<file path="config.mk">
export PLATFORM = sky130hd
export DESIGN_NAME = conv_result_writer
export DESIGN_NICKNAME = d
export VERILOG_FILES = /design/src/rtl/conv_io_pkg.sv /design/src/rtl/pix_packer.sv /design/src/rtl/conv_result_writer.sv
export SDC_FILE = /design/constraint.sdc
export NUM_CORES = 1
export LEC_CHECK = 0
export ABC_AREA = 0
export CORE_MARGIN = 1
export CORE_UTILIZATION = 35
export DETAILED_ROUTE_END_ITERATION = 6
export PLACE_DENSITY_LB_ADDON = 0.05
export SYNTH_ARGS = -nofsm -noshare
export SYNTH_HDL_FRONTEND = slang
export SYNTH_HIERARCHICAL = 1
export SYNTH_SLANG_ARGS = --single-unit
</file>
<file path="constraint.sdc">
create_clock -name clk -period 5.65 [get_ports clk]
set_input_delay 0.565 -clock clk [delete_from_list [all_inputs] [get_ports clk]]
set_output_delay 0.565 -clock clk [all_outputs]
set_load 0.05 [all_outputs]
</file>
<file path="src/rtl/conv_io_pkg.sv">
// Shared definitions for the FilterTop pixel-stream adapters (input streamer
// and result writer).
package conv_io_pkg;

    localparam int PIX_W_DEF = 8;
    localparam int PACK_DEF  = 4;

    typedef enum logic [1:0] {
        IDLE    = 2'd0,
        CAPTURE = 2'd1,
        DONE    = 2'd2
    } wr_state_e;

endpackage

</file>
<file path="src/rtl/pix_packer.sv">
// Lane assembler: gathers pixels into a PACK-lane word and presents a full
// word, or a zero-padded partial word on flush, combinationally to the writer.
module pix_packer
    import conv_io_pkg::*;
#(
    parameter int PIX_W = PIX_W_DEF,
    parameter int PACK  = PACK_DEF
) (
    input  logic                  clk,
    input  logic                  reset,
    input  logic                  clear,
    input  logic                  push,
    input  logic                  flush,
    input  logic [PIX_W-1:0]      pixel,
    output logic [PIX_W*PACK-1:0] word,
    output logic                  word_valid
);

    localparam int LANE_W = $clog2(PACK);
    localparam logic [LANE_W-1:0] LANE_ONE  = LANE_W'(1);
    localparam logic [LANE_W-1:0] LANE_ZERO = LANE_W'(0);
    localparam logic [LANE_W-1:0] LANE_LAST = LANE_W'(PACK - 1);

    logic [PIX_W*PACK-1:0] lanes_r;
    logic [LANE_W-1:0]     idx_r;
    logic [LANE_W-1:0]     idx_next_s;
    logic [PIX_W*PACK-1:0] word_s;
    logic                  word_valid_s;

    // Merge the incoming pixel into its lane; lanes above it are still zero
    always_comb begin
        word_s = lanes_r;
        for (int k = 0; k < PACK; k++) begin
            if (push && (idx_r == LANE_W'(k))) begin
                word_s[k*PIX_W +: PIX_W] = pixel;
            end else begin
                word_s[k*PIX_W +: PIX_W] = lanes_r[k*PIX_W +: PIX_W];
            end
        end
    end

    // Lane index advance and word-emit decision (full word, or non-empty flush)
    always_comb begin
        idx_next_s   = idx_r;
        word_valid_s = 1'b0;
        if (push) begin
            idx_next_s = idx_r + LANE_ONE;
        end else begin
            idx_next_s = idx_r;
        end
        if (push && (idx_r == LANE_LAST)) begin
            word_valid_s = 1'b1;
        end else if (flush && (idx_next_s != LANE_ZERO)) begin
            word_valid_s = 1'b1;
        end else begin
            word_valid_s = 1'b0;
        end
    end

    // Lane storage; emptied after every emitted word so padding is implicit
    always_ff @(posedge clk or negedge reset) begin
        if (!reset) begin
            lanes_r <= '0;
            idx_r   <= LANE_ZERO;
        end else if (clear || flush || word_valid_s) begin
            lanes_r <= '0;
            idx_r   <= LANE_ZERO;
        end else if (push) begin
            lanes_r <= word_s;
            idx_r   <= idx_next_s;
        end else begin
            lanes_r <= lanes_r;
            idx_r   <= idx_r;
        end
    end

    assign word       = word_s;
    assign word_valid = word_valid_s;

endmodule

</file>
<file path="src/rtl/conv_result_writer.sv">
// Captures FilterTop's output pixel stream and writes it, PACK pixels per
// word, into the result frame buffer from address 0.
module conv_result_writer
    import conv_io_pkg::*;
#(
    parameter int  PIX_W  = PIX_W_DEF,
    parameter int  PACK   = PACK_DEF,
    parameter int  ADDR_W = 12,
    localparam int CNT_W  = ADDR_W + $clog2(PACK) + 1
) (
    input  logic                  clk,
    input  logic                  reset,
    input  logic                  io_start,
    input  logic [PIX_W-1:0]      io_pixel_i,
    input  logic                  io_pixel_valid,
    input  logic                  io_image_finished,
    output logic                  io_busy,
    output logic                  io_wr_en,
    output logic [ADDR_W-1:0]     io_wr_addr,
    output logic [PIX_W*PACK-1:0] io_wr_data,
    output logic                  io_done,
    output logic [CNT_W-1:0]      io_pix_count,
    output logic                  io_overflow
);

    localparam logic [ADDR_W-1:0] ADDR_ONE = ADDR_W'(1);
    localparam logic [ADDR_W-1:0] ADDR_MAX = {ADDR_W{1'b1}};
    localparam logic [CNT_W-1:0]  CNT_ONE  = CNT_W'(1);

    wr_state_e             state_r;
    wr_state_e             state_next_s;
    logic [ADDR_W-1:0]     addr_r;
    logic                  full_r;
    logic                  clear_s;
    logic                  accept_s;
    logic                  drop_s;
    logic                  flush_s;
    logic [PIX_W*PACK-1:0] word_s;
    logic                  word_valid_s;

    pix_packer #(
        .PIX_W (PIX_W),
        .PACK  (PACK)
    ) u_packer (
        .clk        (clk),
        .reset      (reset),
        .clear      (clear_s),
        .push       (accept_s),
        .flush      (flush_s),
        .pixel      (io_pixel_i),
        .word       (word_s),
        .word_valid (word_valid_s)
    );

    // Frame FSM: next state and per-cycle control strobes
    always_comb begin
        state_next_s = state_r;
        clear_s      = 1'b0;
        accept_s     = 1'b0;
        drop_s       = 1'b0;
        flush_s      = 1'b0;
        case (state_r)
            IDLE: begin
                if (io_start) begin
                    clear_s      = 1'b1;
                    state_next_s = CAPTURE;
                end else begin
                    state_next_s = IDLE;
                end
            end
            CAPTURE: begin
                accept_s = io_pixel_valid && !full_r;
                drop_s   = io_pixel_valid && full_r;
                if (io_image_finished) begin
                    flush_s      = 1'b1;
                    state_next_s = DONE;
                end else begin
                    state_next_s = CAPTURE;
                end
            end
            DONE: begin
                state_next_s = IDLE;
            end
            default: begin
                state_next_s = IDLE;
            end
        endcase
    end

    // FSM state register
    always_ff @(posedge clk or negedge reset) begin
        if (!reset) begin
            state_r <= IDLE;
        end else begin
            state_r <= state_next_s;
        end
    end

    // Write port, address/capacity tracking and frame status outputs
    always_ff @(posedge clk or negedge reset) begin
        if (!reset) begin
            io_busy      <= 1'b0;
            io_wr_en     <= 1'b0;
            io_wr_addr   <= '0;
            io_wr_data   <= '0;
            io_done      <= 1'b0;
            io_pix_count <= '0;
            io_overflow  <= 1'b0;
            addr_r       <= '0;
            full_r       <= 1'b0;
        end else begin
            io_wr_en <= word_valid_s;
            io_done  <= flush_s;
            if (word_valid_s) begin
                io_wr_addr <= addr_r;
                io_wr_data <= word_s;
            end else begin
                io_wr_addr <= io_wr_addr;
                io_wr_data <= io_wr_data;
            end
            if (clear_s) begin
                io_busy <= 1'b1;
            end else if (flush_s) begin
                io_busy <= 1'b0;
            end else begin
                io_busy <= io_busy;
            end
            if (clear_s) begin
                addr_r       <= '0;
                full_r       <= 1'b0;
                io_pix_count <= '0;
                io_overflow  <= 1'b0;
            end else begin
                // The last address is written once; afterwards the buffer is full
                if (word_valid_s && (addr_r == ADDR_MAX)) begin
                    full_r <= 1'b1;
                    addr_r <= addr_r;
                end else if (word_valid_s) begin
                    full_r <= full_r;
                    addr_r <= addr_r + ADDR_ONE;
                end else begin
                    full_r <= full_r;
                    addr_r <= addr_r;
                end
                if (accept_s) begin
                    io_pix_count <= io_pix_count + CNT_ONE;
                end else begin
                    io_pix_count <= io_pix_count;
                end
                if (drop_s) begin
                    io_overflow <= 1'b1;
                end else begin
                    io_overflow <= io_overflow;
                end
            end
        end
    end

endmodule

</file>
### After elaboration in Yosys (flattened, before gate mapping)

Cells that the tools add are included.

| operators by class | value |
|---|---|
| equal/unequal tests | 6 |
| reduce and logical (&&, ||, !) cells | 21 |
| $add $sub $neg | 3 |
| muxes and demuxes | 31 |

Operators by type and width:

| cell | number |
|---|---|
| $mux W32 | 2 |
| $mux W12 | 3 |
| $mux W8 | 4 |
| $mux W15 | 2 |
| $add A15 B1 Y15 const B | 1 |
| $mux W1 | 15 |
| $reduce_bool A2 Y1 | 7 |
| $add A12 B1 Y12 const B | 1 |
| $eq A12 B12 Y1 const B | 1 |
| $logic_and A1 B1 Y1 | 8 |
| $mux W2 | 4 |
| $eq A2 B1 Y1 const B | 2 |
| $eq A2 B2 Y1 const B | 2 |
| $logic_not A2 Y1 | 2 |
| $pmux W2 S2 | 1 |
| $add A2 B1 Y2 const B | 1 |
| $logic_or A1 B1 Y1 | 2 |
| $ne A2 B1 Y1 const B | 1 |
| $reduce_and A2 Y1 | 1 |
| $logic_not A1 Y1 | 1 |

| word-level totals | value |
|---|---|
| word-level logic and storage cells | 73 |
| input bits | 13 |
| output and inout bits | 63 |
| bits in registers | 112 |

### Depth between registers and ports, before layout

| logic depth | value |
|---|---|
| word-level depth | 11 |
| mapped depth | 12 |
| gate-level depth less buffers | 8 |

### By module

The synthesis kept the hierarchy.

Modules (own cells, without submodules):

| module | seq. area each (sq um) | instances | cells an instance | area each (sq um) |
|---|---|---|---|---|
| conv_result_writer | 1926.8 | 1 | 263 | 3229.3 |
| pix_packer | 850.8 | 1 | 138 | 1790.5 |

### Worst setup path before layout

No wires, ideal clock.

| path | value |
|---|---|
| path kind | register to register |
| from | register io_done (netlist name) |
| to | register io_wr_addr[0] |
| library setup time | 0.125 ns |
| path slack | 2.645 ns |
| period minus slack after synthesis | 3.005 ns |
| arrival time | 2.881 ns |
| buffers on the path | 5 |
| cell stages (with the launch flop) | 12 |
| required time | 5.525 ns |
| path through | dfrtp_1 -> nand4bb_1 -> clkbuf_1 -> inv_1 -> buf_6 -> nand3b_1 -> a21oi_1 -> a21oi_1 -> clkbuf_1 -> buf_2 -> buf_1 -> mux2_2 |

RTL lines:

| what | RTL line | RTL |
|---|---|---|
| end signal: assignment | conv_result_writer.sv:115 | `io_wr_addr <= addr_r;` |
| end signal: assignment | conv_result_writer.sv:118 | `io_wr_addr <= io_wr_addr;` |
| end: declaration | conv_result_writer.sv:19 | `output logic [ADDR_W-1:0] io_wr_addr,` |

### Worst setup path in the final report

| path | value |
|---|---|
| from | input port io_pixel_valid |
| to | register io_wr_data[29] |

| between the ends | value |
|---|---|
| word-level cells in the longest chain between the ends | 7 |
| elaborated cells between the ends (all ways) | 9 |
| classes of those cells | mux (5); reduce/logical (4) |

RTL lines:

| what | RTL line | RTL |
|---|---|---|
| start: declaration | conv_result_writer.sv:15 | `input logic io_pixel_valid,` |
| $logic_and A1 B1 Y1 * | conv_result_writer.sv:72 | `accept_s = io_pixel_valid && !full_r;` |
| $mux W1 * | conv_result_writer.sv:62 | `case (state_r)` |
| net accept_s | conv_result_writer.sv:35 | `logic accept_s;` |
| $mux W2 | pix_packer.sv:46 | `if (push) begin` |
| $reduce_bool A2 Y1 | pix_packer.sv:53 | `end else if (flush && (idx_next_s != LANE_ZERO)) begin` |
| $logic_and A1 B1 Y1 | pix_packer.sv:53 |  |
| $mux W1 | pix_packer.sv:53 |  |
| $mux W1 * | pix_packer.sv:51 | `if (push && (idx_r == LANE_LAST)) begin` |
| net word_valid_s | conv_result_writer.sv:39 | `logic word_valid_s;` |
| end signal: assignment | conv_result_writer.sv:116 | `io_wr_data <= word_s;` |
| end signal: assignment | conv_result_writer.sv:119 | `io_wr_data <= io_wr_data;` |
| end: declaration | conv_result_writer.sv:20 | `output logic [PIX_W*PACK-1:0] io_wr_data,` |

Mark *: on every way through the listed nets, which the timed path passes. The rest lies on a longest branch.
A chain may end at the register's enable or synchronous reset.

==> metrics <==
area of the multi-input gates 2083 um2; nets 489; vias in the first global route 3218; most used cell, CP inv_1; Routed Antenna Nets 0; DR iter-0 viols 154; Storage cell area 2778 um2; critical path class input port to flip-flop; final RePlAce weighted congestion 0.7079; fin. max-slew vios 0; Crit Reg-Reg Startpoint io_done; Seq cells post-synth 111; postcts setup bufs 0; most common cell after layout, fill and taps aside dfrtp_1; core area 13930 um2; synthesized instance count 401; layout cells sized above 1 24.42%; DIE HEIGHT 121.8 um; static leakage 2.816 nW; status finished clean; fin crit period 3.248 ns; Util after Layout 44.59%; Hold WC Path Type input port to asynchronous set/reset pin; CTS tree built; Initial DRT Pass Iterations 4; reg-to-reg endpoint io_wr_data[29]; power density of the placed cells 380.2 nW/um2; global-route usage over all layers 15.40%; first-pass GRT wire length 17.25 mm; FP Rows 43; Overflow after GRT 0; Clock Latency Late Sink 0.35 ns; syn nets 420; ys async rst share 100.0%; TritonCTS Sinks 111; Critical Path End io_wr_data[29]; Critical Path End Type flip-flop; Die W 121.8 um; initial core utilization 36.02%; area grow syn2layout 23.78%; most frequent cells in the layout dfrtp_1, mux2_2, clkdlybuf4s50_1; Max Clock Skew 0.004382 ns; maximum fanout along the worst path 45; Worst Setup SP io_pixel_valid; VDD IR max 0.1863 mV; Worst EP required 5.88 ns; Slew @ Worst Pin 1.094 ns; Yosys warnings 6; DR vias 3349; Ant. Diodes 0; Cell Area, Synth 5020 um2; clk slew on worst S/H paths 0.07 ns; Worst Reg-to-Reg Cells 6; Die ar. 14830 um2; hold_buf cts 0; CP top delay family buffers and inverters; Worst Setup Start Kind input port; max incr delay on CP 0.63 ns; IO buf count 75; Fin. Hold Viols 0; initial antenna violation count 0; CP max-delay cell inv_1; Max Freq 307.9 MHz; CP Cell Sequence clkdlybuf4s50_1 -> nand4bb_1 -> inv_1 -> inv_1 -> a21oi_4 -> buf_4 -> mux2_2; hpwl dp 6.907 mm; io pins 76; setup tns final 0 ns; period utilisation layout 57.48%; sequential share of the synthesized area 55.33%; predominant post-synthesis flop cell dfrtp_1; Fillers 1284; largest net degree at the start of global routing 59; drt total wl 10.51 mm; Clock Tree Buf Depth 2; critical path depth 7; Avg Cell Area, Syn 12.52 um2; total CTS buffers 9; worst rel slew slack 26.43%; CTS root buffer clkbuf_16; final number of setup-violating endpoints 0; RSZ-0062 raised after global routing false; drt via density 5.113; Post-synth EDFFs 0; Residual DRC 0; Buf/Inv on CP 4; Yosys cell types 49; max-cap viol count 0; Wirelength per Cell 16.04 um; Arr. time, crit path 3.48 ns; slack of the worst reg-to-reg path 2.60 ns; CTS H-tree depth 3; post-CTS sizing 0
-- metrics by stage --
step	setup slack (ns)	hold slack [ns]	power (mW)	cell area, um2	instances
4_1_cts	2.391	0.3101	2.401	6213	655
6_report	2.402	0.2827	2.363	6213	655
3_3_place_gp	2.071	0.4812	1.722	5902	639
3_5_place_dp	1.990	0.4861	1.728	5902	639
2_1_floorplan	2.645	0.2694	1.514	5020	401
5_1_grt	2.121	0.3518	2.484	6213	655
-- report_power, final --
part	internal [mW]	switching (mW)
Clock	0.381	0.276
Sequential	0.899	0.0717
Combinational	0.279	0.456
-- logic make-up after synthesis --
logic type	after synthesis	synth area share [%]
muxes	78	17.52
DFF	111	55.33
adders and majority gates	6	1.495
xor gates and xnor gates	12	2.094
and+or+nand+nor	97	11.09
buffers and inverters	32	3.390
AOI/OAI and AO/OA	65	9.073
-- flip-flops by register name, summed over array words and instances, names as in the netlist --
signal / cells
io_overflow: 1
io_pix_count: 15
u_packer/idx_r: 2
state_r: 1
addr_r: 12
io_done: 1
io_busy: 1
io_wr_en: 1
full_r: 1
io_wr_addr: 12
u_packer/lanes_r: 32
io_wr_data: 32
-- cell usage after synthesis (all sizes together), types with 3 or more instances --
cell type | number | area share (%)
dfrtp | 111 | 55
mux2 | 76 | 17
a22o | 24 | 4.2
nand2 | 20 | 1.7
nor2 | 20 | 1.5
a21oi | 15 | 1.5
buf | 15 | 2.1
o21ai | 14 | 1.5
and3 | 11 | 1.6
inv | 11 | 0.82
or3 | 8 | 1.0
and2 | 7 | 0.97
nand3 | 7 | 0.70
xnor2 | 7 | 1.2
ha | 6 | 1.5
clkbuf | 5 | 0.37
nand4 | 5 | 0.62
xor2 | 5 | 0.87
nor4 | 4 | 0.50
nor3 | 3 | 0.30
o2111ai | 3 | 0.52
-- per-layer routing --
metal / global-route usage, % / routed length [um] / up-vias
met1: 22.28 / 5325 / 1693
met4: 7.639 / 188 / 0
met5: 0 / 0 / -
met3: 3.043 / 326 / 11
li1: - / - / 1586
met2: 21.79 / 4667 / 59
-- final cells by class --
| cell class | count | area share [%] |
|---|---|---|
| clock buffers | 14 | 4.410 |
| clock inverters | 2 | 0.6041 |
| inverters | 12 | 0.7249 |
| multi-input cells | 258 | 33.53 |
| flip-flops and latches | 111 | 44.70 |
| well taps | 180 | 3.625 |
| repair buffers | 78 | 12.40 |
-- worst min-delay path by stage --
stage / start / to / slack, ns / cells past startpoint
2_1_floorplan: reset / addr_r[0] / 0.27 / 0
3_3_place_gp: u_packer/lanes_r[1] / u_packer/lanes_r[1] / 0.48 / 1
3_5_place_dp: u_packer/lanes_r[4] / u_packer/lanes_r[4] / 0.49 / 1
4_1_cts: reset / io_wr_data[27] / 0.31 / 1
5_1_grt: reset / io_pix_count[8] / 0.35 / 1
6_report: reset / io_pix_count[8] / 0.28 / 1
Power figures use the tool's default switching activity.
